`src/rtl/rebuilder_pkg.sv`:
```
// Shared types and defaults for the dividend rebuilder pipeline.
package rebuilder_pkg;

  localparam int QW_DEF = 3;
  localparam int DW_DEF = 2;

  // Product width: wide enough for (2^DW-1)*(2^QW-1) + (2^DW-1).
  function automatic int pw(input int qw, input int dw);
    return qw + dw;
  endfunction

  localparam int PW_DEF = pw(QW_DEF, DW_DEF);

  // One pipeline slot. Field widths follow the package defaults, so a
  // differently sized instance needs QW_DEF/DW_DEF changed here as well.
  typedef struct packed {
    logic              valid;
    logic [PW_DEF-1:0] acc;
    logic [QW_DEF-1:0] q;
    logic [DW_DEF-1:0] divisor;
    logic              rem_ok;
    logic              div_zero;
  } stage_t;

endpackage

```
`src/rtl/rebuilder_stage.sv`:
```
// One add-and-register stage: adds divisor<<I when quotient bit I is set.
// Stage 0 also derives rem_ok/div_zero; the last stage derives fits.
module rebuilder_stage
  import rebuilder_pkg::*;
#(
  parameter int I = 0
) (
  input  logic   clk,
  input  logic   rst,
  input  logic   hold,
  input  stage_t stage_in,
  input  logic   fits_in,
  output stage_t stage_out,
  output logic   fits_out
);

  logic [PW_DEF-1:0] addend;
  logic [PW_DEF-1:0] acc_next;
  logic              rem_ok_next;
  logic              div_zero_next;
  logic              fits_next;

  // Partial product for this quotient bit and the flags travelling with it.
  always_comb begin
    addend = '0;
    if (stage_in.q[I]) addend = PW_DEF'(stage_in.divisor) << I;
    acc_next = stage_in.acc + addend;
    if (I == 0) begin
      // At stage 0 the accumulator still holds the bare remainder.
      rem_ok_next   = stage_in.acc[DW_DEF-1:0] < stage_in.divisor;
      div_zero_next = (stage_in.divisor == '0);
    end else begin
      rem_ok_next   = stage_in.rem_ok;
      div_zero_next = stage_in.div_zero;
    end
    fits_next = (I == QW_DEF - 1) ? ~|acc_next[PW_DEF-1:QW_DEF] : fits_in;
  end

  // Stage register: holds on stall, payload only loads with valid data so
  // the outputs keep their last values across bubbles.
  always_ff @(posedge clk or posedge rst) begin
    if (rst) begin
      stage_out <= '0;
      fits_out  <= 1'b0;
    end else if (!hold) begin
      stage_out.valid <= stage_in.valid;
      if (stage_in.valid) begin
        stage_out.acc      <= acc_next;
        stage_out.q        <= stage_in.q;
        stage_out.divisor  <= stage_in.divisor;
        stage_out.rem_ok   <= rem_ok_next;
        stage_out.div_zero <= div_zero_next;
        fits_out           <= fits_next;
      end
    end
  end

endmodule

```
`src/rtl/dividend_rebuilder.sv`:
```
// Rebuilds dividend = q*divisor + remainder in a QW-stage pipeline,
// one quotient bit per stage, LSB first, with valid/ready handshakes.
module dividend_rebuilder
  import rebuilder_pkg::*;
#(
  parameter int QW = QW_DEF,
  parameter int DW = DW_DEF
) (
  input  logic          clk,
  input  logic          rst,
  input  logic          in_valid,
  output logic          in_ready,
  input  logic [QW-1:0] q,
  input  logic [DW-1:0] divisor,
  input  logic [DW-1:0] remainder,
  output logic          out_valid,
  input  logic          out_ready,
  output logic [QW+DW-1:0] product,
  output logic          fits,
  output logic          rem_ok,
  output logic          div_zero
);

  localparam int PW = pw(QW, DW);

  stage_t        stage0_in;
  stage_t        pipe_out [QW];
  logic [QW:0]   fits_c;
  logic          stall;

  // The whole pipeline freezes only while a finished result is refused.
  assign stall    = pipe_out[QW-1].valid && !out_ready;
  assign in_ready = !stall;
  assign fits_c[0] = 1'b0;

  // Pack the incoming triple; the accumulator starts at the remainder.
  always_comb begin
    stage0_in         = '0;
    stage0_in.valid   = in_valid;
    stage0_in.acc     = PW'(remainder);
    stage0_in.q       = q;
    stage0_in.divisor = divisor;
  end

  for (genvar gi = 0; gi < QW; gi++) begin : g_stage
    stage_t s_in;
    if (gi == 0) begin : g_first
      assign s_in = stage0_in;
    end else begin : g_rest
      assign s_in = pipe_out[gi-1];
    end

    rebuilder_stage #(.I(gi)) u_stage (
      .clk      (clk),
      .rst      (rst),
      .hold     (stall),
      .stage_in (s_in),
      .fits_in  (fits_c[gi]),
      .stage_out(pipe_out[gi]),
      .fits_out (fits_c[gi+1])
    );
  end

  assign out_valid = pipe_out[QW-1].valid;
  assign product   = pipe_out[QW-1].acc;
  assign rem_ok    = pipe_out[QW-1].rem_ok;
  assign div_zero  = pipe_out[QW-1].div_zero;
  assign fits      = fits_c[QW];

endmodule

```
`config.mk`:
```
export PLATFORM = sky130hd
export DESIGN_NAME = dividend_rebuilder
export DESIGN_NICKNAME = d
export VERILOG_FILES = /design/src/rtl/rebuilder_pkg.sv /design/src/rtl/rebuilder_stage.sv /design/src/rtl/dividend_rebuilder.sv
export SDC_FILE = /design/constraint.sdc
export NUM_CORES = 1
export LEC_CHECK = 0
export ABC_AREA = 1
export CAP_MARGIN = 40
export CORE_MARGIN = 5
export CORE_UTILIZATION = 45
export DETAILED_ROUTE_END_ITERATION = 8
export PLACE_DENSITY_LB_ADDON = 0.12
export SETUP_SLACK_MARGIN = 0.5
export SLEW_MARGIN = 30
export SYNTH_ARGS = -nofsm -noshare
export SYNTH_HDL_FRONTEND = slang
export SYNTH_SLANG_ARGS = --single-unit
```
`constraint.sdc`:
```
create_clock -name clk -period 1.8 [get_ports clk]
set_input_delay 0.36 -clock clk [delete_from_list [all_inputs] [get_ports clk]]
set_output_delay 0.36 -clock clk [all_outputs]
set_load 0.05 [all_outputs]
```
==> results of run 1 <==
[worst min-delay path by stage]
stage / from / end / slack (ps) / cells past startpoint
2_1_floorplan: rst / g_stage[0].u_stage.stage_out[0] / 440 / 1
3_3_place_gp: g_stage[1].u_stage.stage_out[0] / g_stage[2].u_stage.stage_out[0] / 460 / 2
3_5_place_dp: g_stage[1].u_stage.stage_out[8] / g_stage[1].u_stage.stage_out[8] / 460 / 2
4_1_cts: rst / g_stage[2].u_stage.stage_out[11] / 400 / 3
5_1_grt: rst / g_stage[2].u_stage.stage_out[11] / 420 / 3
6_report: rst / g_stage[2].u_stage.stage_out[11] / 400 / 3
[repair_timing]
| action | 4_1_cts | 5_1_grt |
|---|---|---|
| cloned | 0 | 0 |
| hold endpoints to repair | 0 | 0 |
| pin swaps | 7 | 8 |
| setup buffers | 6 | 0 |
| hold buffers | 0 | 0 |
| gates resized for setup | 9 | 17 |
| endpoints found under the setup margin | 7 | 15 |
[cells by family (layout without fill, tap and decap cells)]
family                     Yosys count  count (layout)
and+or+nand+nor                     76              76
DFF                                 29              29
buffers and inverters               23              54
AOI/OAI and AO/OA                   11              11
adders and majority gates            7               7
[power breakdown]
part / total, W / switching (W) / internal, W
Sequential: 0.00102 / 0.000150 / 0.000870
Combinational: 0.00102 / 0.000622 / 0.000395
Clock: 0.000393 / 0.000210 / 0.000184
Total: 0.00243 / 0.000982 / 0.00145
[layout make-up]
type	count	area, sq um	area share
Sequential cell	29	727	0.432
Multi-Input combinational cell	94	515	0.306
Timing Repair Buffer	28	277	0.164
Inverter	19	71.3	0.0423
Clock buffer	7	55.1	0.0327
Tap cell	31	38.8	0.0230
[state kept, by name, summed over array words and instances (netlist names)]
register and flops:
g_stage.u_stage.fits_out 1, g_stage.u_stage.stage_out 28
[layer usage]
metal,part of all wire,track usage,wire [um],vias up
met5,0,0,0,-
met4,0.032,0.0779,74,0
met3,0.060,0.0595,139,8
met2,0.48,0.214,1110,22
met1,0.43,0.146,983,441
li1,-,-,-,506
[worst reg2reg max path: cells and delay by family (launching register included)]
family                   cells  cell delay [ps]
adder cells (fa/ha/maj)      2              660
flip-flops                   1              390
AND/OR/NAND/NOR              2              130
buffers and inverters        2               90
AO/OA/AOI/OAI                1               40
[stage by stage]
stage / utilization / instances / total power [W]
floorplan: - / 146 / 0.00165
global placement: 0.551 / 195 / 0.00188
detailed placement: 0.551 / 195 / 0.00190
CTS: 0.591 / 208 / 0.00237
global route: 0.611 / 208 / 0.00262
finish: 0.611 / 208 / 0.00243
[layout by cell type, fill, tap and decap left out, drive strengths merged]
master	n
clkbuf	7
o21ai	10
buf	18
ha	4
nand4	1
inv	19
clkdlybuf4s50	6
nand2	66
nand3	9
dfrtp	29
a21oi	1
dlygate4sd2	4
fa	3
==> impl_metrics.env, run 1 <==
export IMPL_crit_path_start="g_stage[1].u_stage.stage_out[2]"
export IMPL_end_kind="flip-flop"
export IMPL_drt_total_wl_um=2310
export IMPL_synth_edf_count=0
export IMPL_tns_ps=0
export IMPL_synth_mux_area_frac=0
export IMPL_grt_usage=0.134
export IMPL_r2r_end="g_stage[2].u_stage.fits_out"
export IMPL_grt_max_degree=30
export IMPL_cellPowerDensity_nw_per_um2=1440
export IMPL_required_ps=2020
export IMPL_die_area_sq_um=4070
export IMPL_synth_area_per_cell_sq_um=8.93
export IMPL_rsz0062_at_grt="true"
export IMPL_final_area_sq_um=1680
export IMPL_period_minus_slack_ps=1420
export IMPL_crit_type="flip-flop to flip-flop"
export IMPL_synth_simple_gate_area_frac=0.237
export IMPL_portBuffers=20
export IMPL_clk_latency_ps=330
export IMPL_drv_slew=0
export IMPL_grt_pass1_vias=971
export IMPL_synth_area_leaders="dfrtp_1 (56%), nand2_1 (18%), inv_1 (4.9%)"
export IMPL_leakagePower_nw=0.926
export IMPL_layout_nets=195
export IMPL_synth_flop_cell="dfrtp_1"
export IMPL_cp_cell_sequence="nand2_1, inv_2, ha_4, fa_1, inv_2, nand2_2, o21ai_2"
export IMPL_worst_path_buf_inv=2
export IMPL_timing_rr_start="g_stage[1].u_stage.stage_out[2]"
export IMPL_hold_path_class="primary input to asynchronous set/reset pin"
export IMPL_path_clk_slew_ps=80
export IMPL_cap_violations=0
export IMPL_run_status="finished clean"
export IMPL_reg2reg_slack_ps=380
export IMPL_fill_cells=262
export IMPL_drt_iter0_markers=25
export IMPL_final_antenna_net_count=0
export IMPL_cp_start_kind="flip-flop"
export IMPL_post_route_period_util=0.788
export IMPL_synth_seq_cells=29
export IMPL_placed_area_sq_um=1520
export IMPL_endpoint="g_stage[2].u_stage.fits_out"
export IMPL_num_rows=19
export IMPL_preCtsSetupSlack_ps=50.2
export IMPL_routedWlPerCell_um=11.1
export IMPL_setup_viol=0
export IMPL_cts_buffers=5
export IMPL_cp_common_cell="inv_2"
export IMPL_drive_above_1_share=0.249
export IMPL_whs_ps=400
export IMPL_core_area_sq_um=2760
export IMPL_ios=21
export IMPL_drc=0
export IMPL_synth_area_sq_um=1300
export IMPL_antenna_found_initial=0
export IMPL_slew_headroom=0.761
export IMPL_synth_common_cells="nand2_1 (62), dfrtp_1 (29), inv_1 (17)"
export IMPL_drt_pass1_iter_count=4
export IMPL_peakVddDrop_mv=1.05
export IMPL_yosysWarnings=0
export IMPL_cts_tree="done"
export IMPL_cts_root_buffer_cell="clkbuf_4"
export IMPL_yosysSeqAreaShare=0.557
export IMPL_ff2ff_path_depth=7
export IMPL_place_congestion=0.724
export IMPL_netlist_instances=146
export IMPL_yosysTopAreaCell="dfrtp_1"
export IMPL_synth_top_family_by_area="simple AND/OR/NAND/NOR gates"
export IMPL_timing_fmax_mhz=705
export IMPL_skew_ps=5.00
export IMPL_syn2layout_area_growth_pct=29.2
export IMPL_synth_async_sr_flop_share=1.00
export IMPL_clock_sinks=29
export IMPL_start_util=0.473
export IMPL_synth_adder_area_share=0.0845
export IMPL_synth_top_cell_area_share=0.557
export IMPL_vias=977
export IMPL_slowest_stage="fa_1"
export IMPL_die_y_um=63.8
export IMPL_diodes=0
export IMPL_cpPeakStageDelay_ps=510
export IMPL_path_delay_family="adder cells"
export IMPL_grt_pass1_wl_um=4150
export IMPL_grt_overflow=0
export IMPL_synth_xor_area_frac=0
export IMPL_die_w_um=63.8
export IMPL_syn_nets=164
export IMPL_h_tree_depth=2
export IMPL_hold_viol=0
export IMPL_path_max_fanout=2
export IMPL_synth_most_common_cell="nand2_1"
export IMPL_cts_buffer_depth=2
export IMPL_worstPathArrival_ps=1640
export IMPL_synth_compound_area_share=0.0451
export IMPL_cp_depth=7
export IMPL_yosys_cell_types_count=15
export IMPL_dp_hpwl_um=1610
export IMPL_viasPerCell=4.70
export IMPL_worst_slack_ps=382
export IMPL_max_slew_worst_pin_slew_ps=358
(Power assumes the default switching activity.)
==> run 2: changes to the inputs <==
==> constraint.sdc (replaced) <==
create_clock -name clk -period 1.2 [get_ports clk]
set_input_delay 0.24 -clock clk [delete_from_list [all_inputs] [get_ports clk]]
set_output_delay 0.24 -clock clk [all_outputs]
set_load 0.05 [all_outputs]
==> impl_metrics.env, run 2 (synthesis results as in run 1) <==
export IMPL_run_status="complete, but fails checks"
export IMPL_violations="setup timing"
export IMPL_drc=0
export IMPL_hold_buffers=0
export IMPL_whs_ps=267
export IMPL_cap_violations=0
export IMPL_layout_common_cells="nand2_1 (42), dfrtp_1 (19), buf_4 (19)"
export IMPL_dp_hpwl_um=1860
export IMPL_ff2ff_path_depth=6
export IMPL_final_common_cell="nand2_1"
export IMPL_worst_slack_ps=-259
export IMPL_drt_pass1_iter_count=4
export IMPL_worstPathArrival_ps=1710
export IMPL_top_regs="g_stage.u_stage.stage_out: 28 flops, g_stage.u_stage.fits_out: 1 flops"
export IMPL_post_route_period_util=1.22
export IMPL_cp_start_kind="flip-flop"
export IMPL_grt_overflow=0
export IMPL_required_ps=1450
export IMPL_reg2reg_slack_ps=-260
export IMPL_diodes=0
export IMPL_max_slew_worst_pin_slew_ps=372
export IMPL_largest_reg_flops=28
export IMPL_syn2layout_area_growth_pct=73.4
export IMPL_routedWlPerCell_um=15.6
export IMPL_cts_buffer_depth=2
export IMPL_crit_path_start="g_stage[1].u_stage.stage_out[2]"
export IMPL_cts_root_buffer_cell="clkbuf_4"
export IMPL_die_area_sq_um=4070
export IMPL_antenna_found_initial=0
export IMPL_ios=21
export IMPL_grt_max_degree=30
export IMPL_hold_viol=0
export IMPL_final_antenna_net_count=0
export IMPL_vias=1192
export IMPL_grt_pass1_wl_um=5070
export IMPL_slew_headroom=0.752
export IMPL_die_y_um=63.8
export IMPL_drive_above_1_share=0.525
export IMPL_utilization=0.820
export IMPL_cts_buffers=5
export IMPL_clk_latency_ps=340
export IMPL_place_congestion=0.768
export IMPL_peakVddDrop_mv=1.90
export IMPL_timing_rr_start="g_stage[1].u_stage.stage_out[2]"
export IMPL_top_register="g_stage.u_stage.stage_out"
export IMPL_die_w_um=63.8
export IMPL_endpoint="g_stage[2].u_stage.stage_out[10]"
export IMPL_num_rows=19
export IMPL_setup_viol=8
export IMPL_r2r_end="g_stage[2].u_stage.stage_out[10]"
export IMPL_h_tree_depth=2
export IMPL_clock_sinks=29
export IMPL_leakagePower_nw=1.15
export IMPL_end_kind="flip-flop"
export IMPL_viasPerCell=5.12
export IMPL_cts_tree="done"
export IMPL_period_minus_slack_ps=1460
export IMPL_grt_pass1_vias=1157
export IMPL_drt_total_wl_um=3640
export IMPL_hold_path_class="primary input to asynchronous set/reset pin"
export IMPL_crit_type="flip-flop to flip-flop"
export IMPL_timing_fmax_mhz=685
export IMPL_path_clk_slew_ps=100
export IMPL_grt_usage=0.162
export IMPL_cellPowerDensity_nw_per_um2=2170
export IMPL_drv_slew=0
export IMPL_skew_ps=14.8
export IMPL_path_max_fanout=2
export IMPL_core_area_sq_um=2760
export IMPL_start_util=0.473
export IMPL_drt_iter0_markers=61
export IMPL_portBuffers=20
export IMPL_rsz0062_at_grt="true"
export IMPL_layout_nets=219
run 2: worst max-delay path, cell delays in order (launching register included):
cell     delay [ps]
dfrtp_1         390
nand2_1          90
inv_1            60
ha_2            170
fa_1            480
inv_1            50
o21ai_1         140
run 2: repair_timing:
action / 4_1_cts / 5_1_grt
cloned: 0 / 4
gates resized for setup: 28 / 31
endpoints found under the setup margin: 39 / 39
buffers inserted: 9 / 4
endpoints found under the hold margin: 0 / 0
pin swaps: 15 / 23
run 2: worst min path at each step:
stage	start	end	slack, ps	cells after the start
floorplan	rst	g_stage[0].u_stage.stage_out[0]	150	1
global placement	g_stage[1].u_stage.stage_out[0]	g_stage[2].u_stage.stage_out[0]	460	2
detailed placement	g_stage[1].u_stage.stage_out[0]	g_stage[2].u_stage.stage_out[0]	470	2
CTS	rst	g_stage[1].u_stage.stage_out[6]	270	3
global route	rst	g_stage[2].u_stage.stage_out[7]	270	3
finish	rst	g_stage[2].u_stage.stage_out[0]	270	3
run 2: cell type report:
cell class                      count  area (sq um)
Multi-Input combinational cell     97           736
Fill cell                         152           497
Tap cell                           31          38.8
Clock inverter                      2          10.0
Sequential cell                    29           738
Clock buffer                        6          41.3
Inverter                           19          82.6
Timing Repair Buffer               49           614
run 2: power by group:
part	leakage, nW	total [W]	switching [W]	internal (W)
clock network	0.0320	0.000573	0.000351	0.000223
registers	0.354	0.00169	0.000370	0.00132
logic	0.761	0.00265	0.00132	0.00133
total	1.15	0.00492	0.00204	0.00288
run 2: layer usage:
layer  vias up  part of all wire  wire length [um]  track usage
met2        37              0.55              2010        0.278
met5         -                 0                 0            0
met4         0             0.037               134       0.0857
met3        11             0.053               194       0.0665
li1        568                 -                 -            -
met1       576              0.36              1290        0.167
run 2: per-stage QoR:
stage / TNS (ps) / setup slack [ps] / std cells / cell area (sq um) / power (W)
2_1_floorplan: -335 / -142 / 146 / 1400 / 0.00261
3_3_place_gp: -5020 / -409 / 208 / 1820 / 0.00340
3_5_place_dp: -5900 / -452 / 208 / 1820 / 0.00344
4_1_cts: -872 / -211 / 225 / 2040 / 0.00437
5_1_grt: -1770 / -300 / 233 / 2260 / 0.00518
6_report: -1170 / -259 / 233 / 2260 / 0.00492
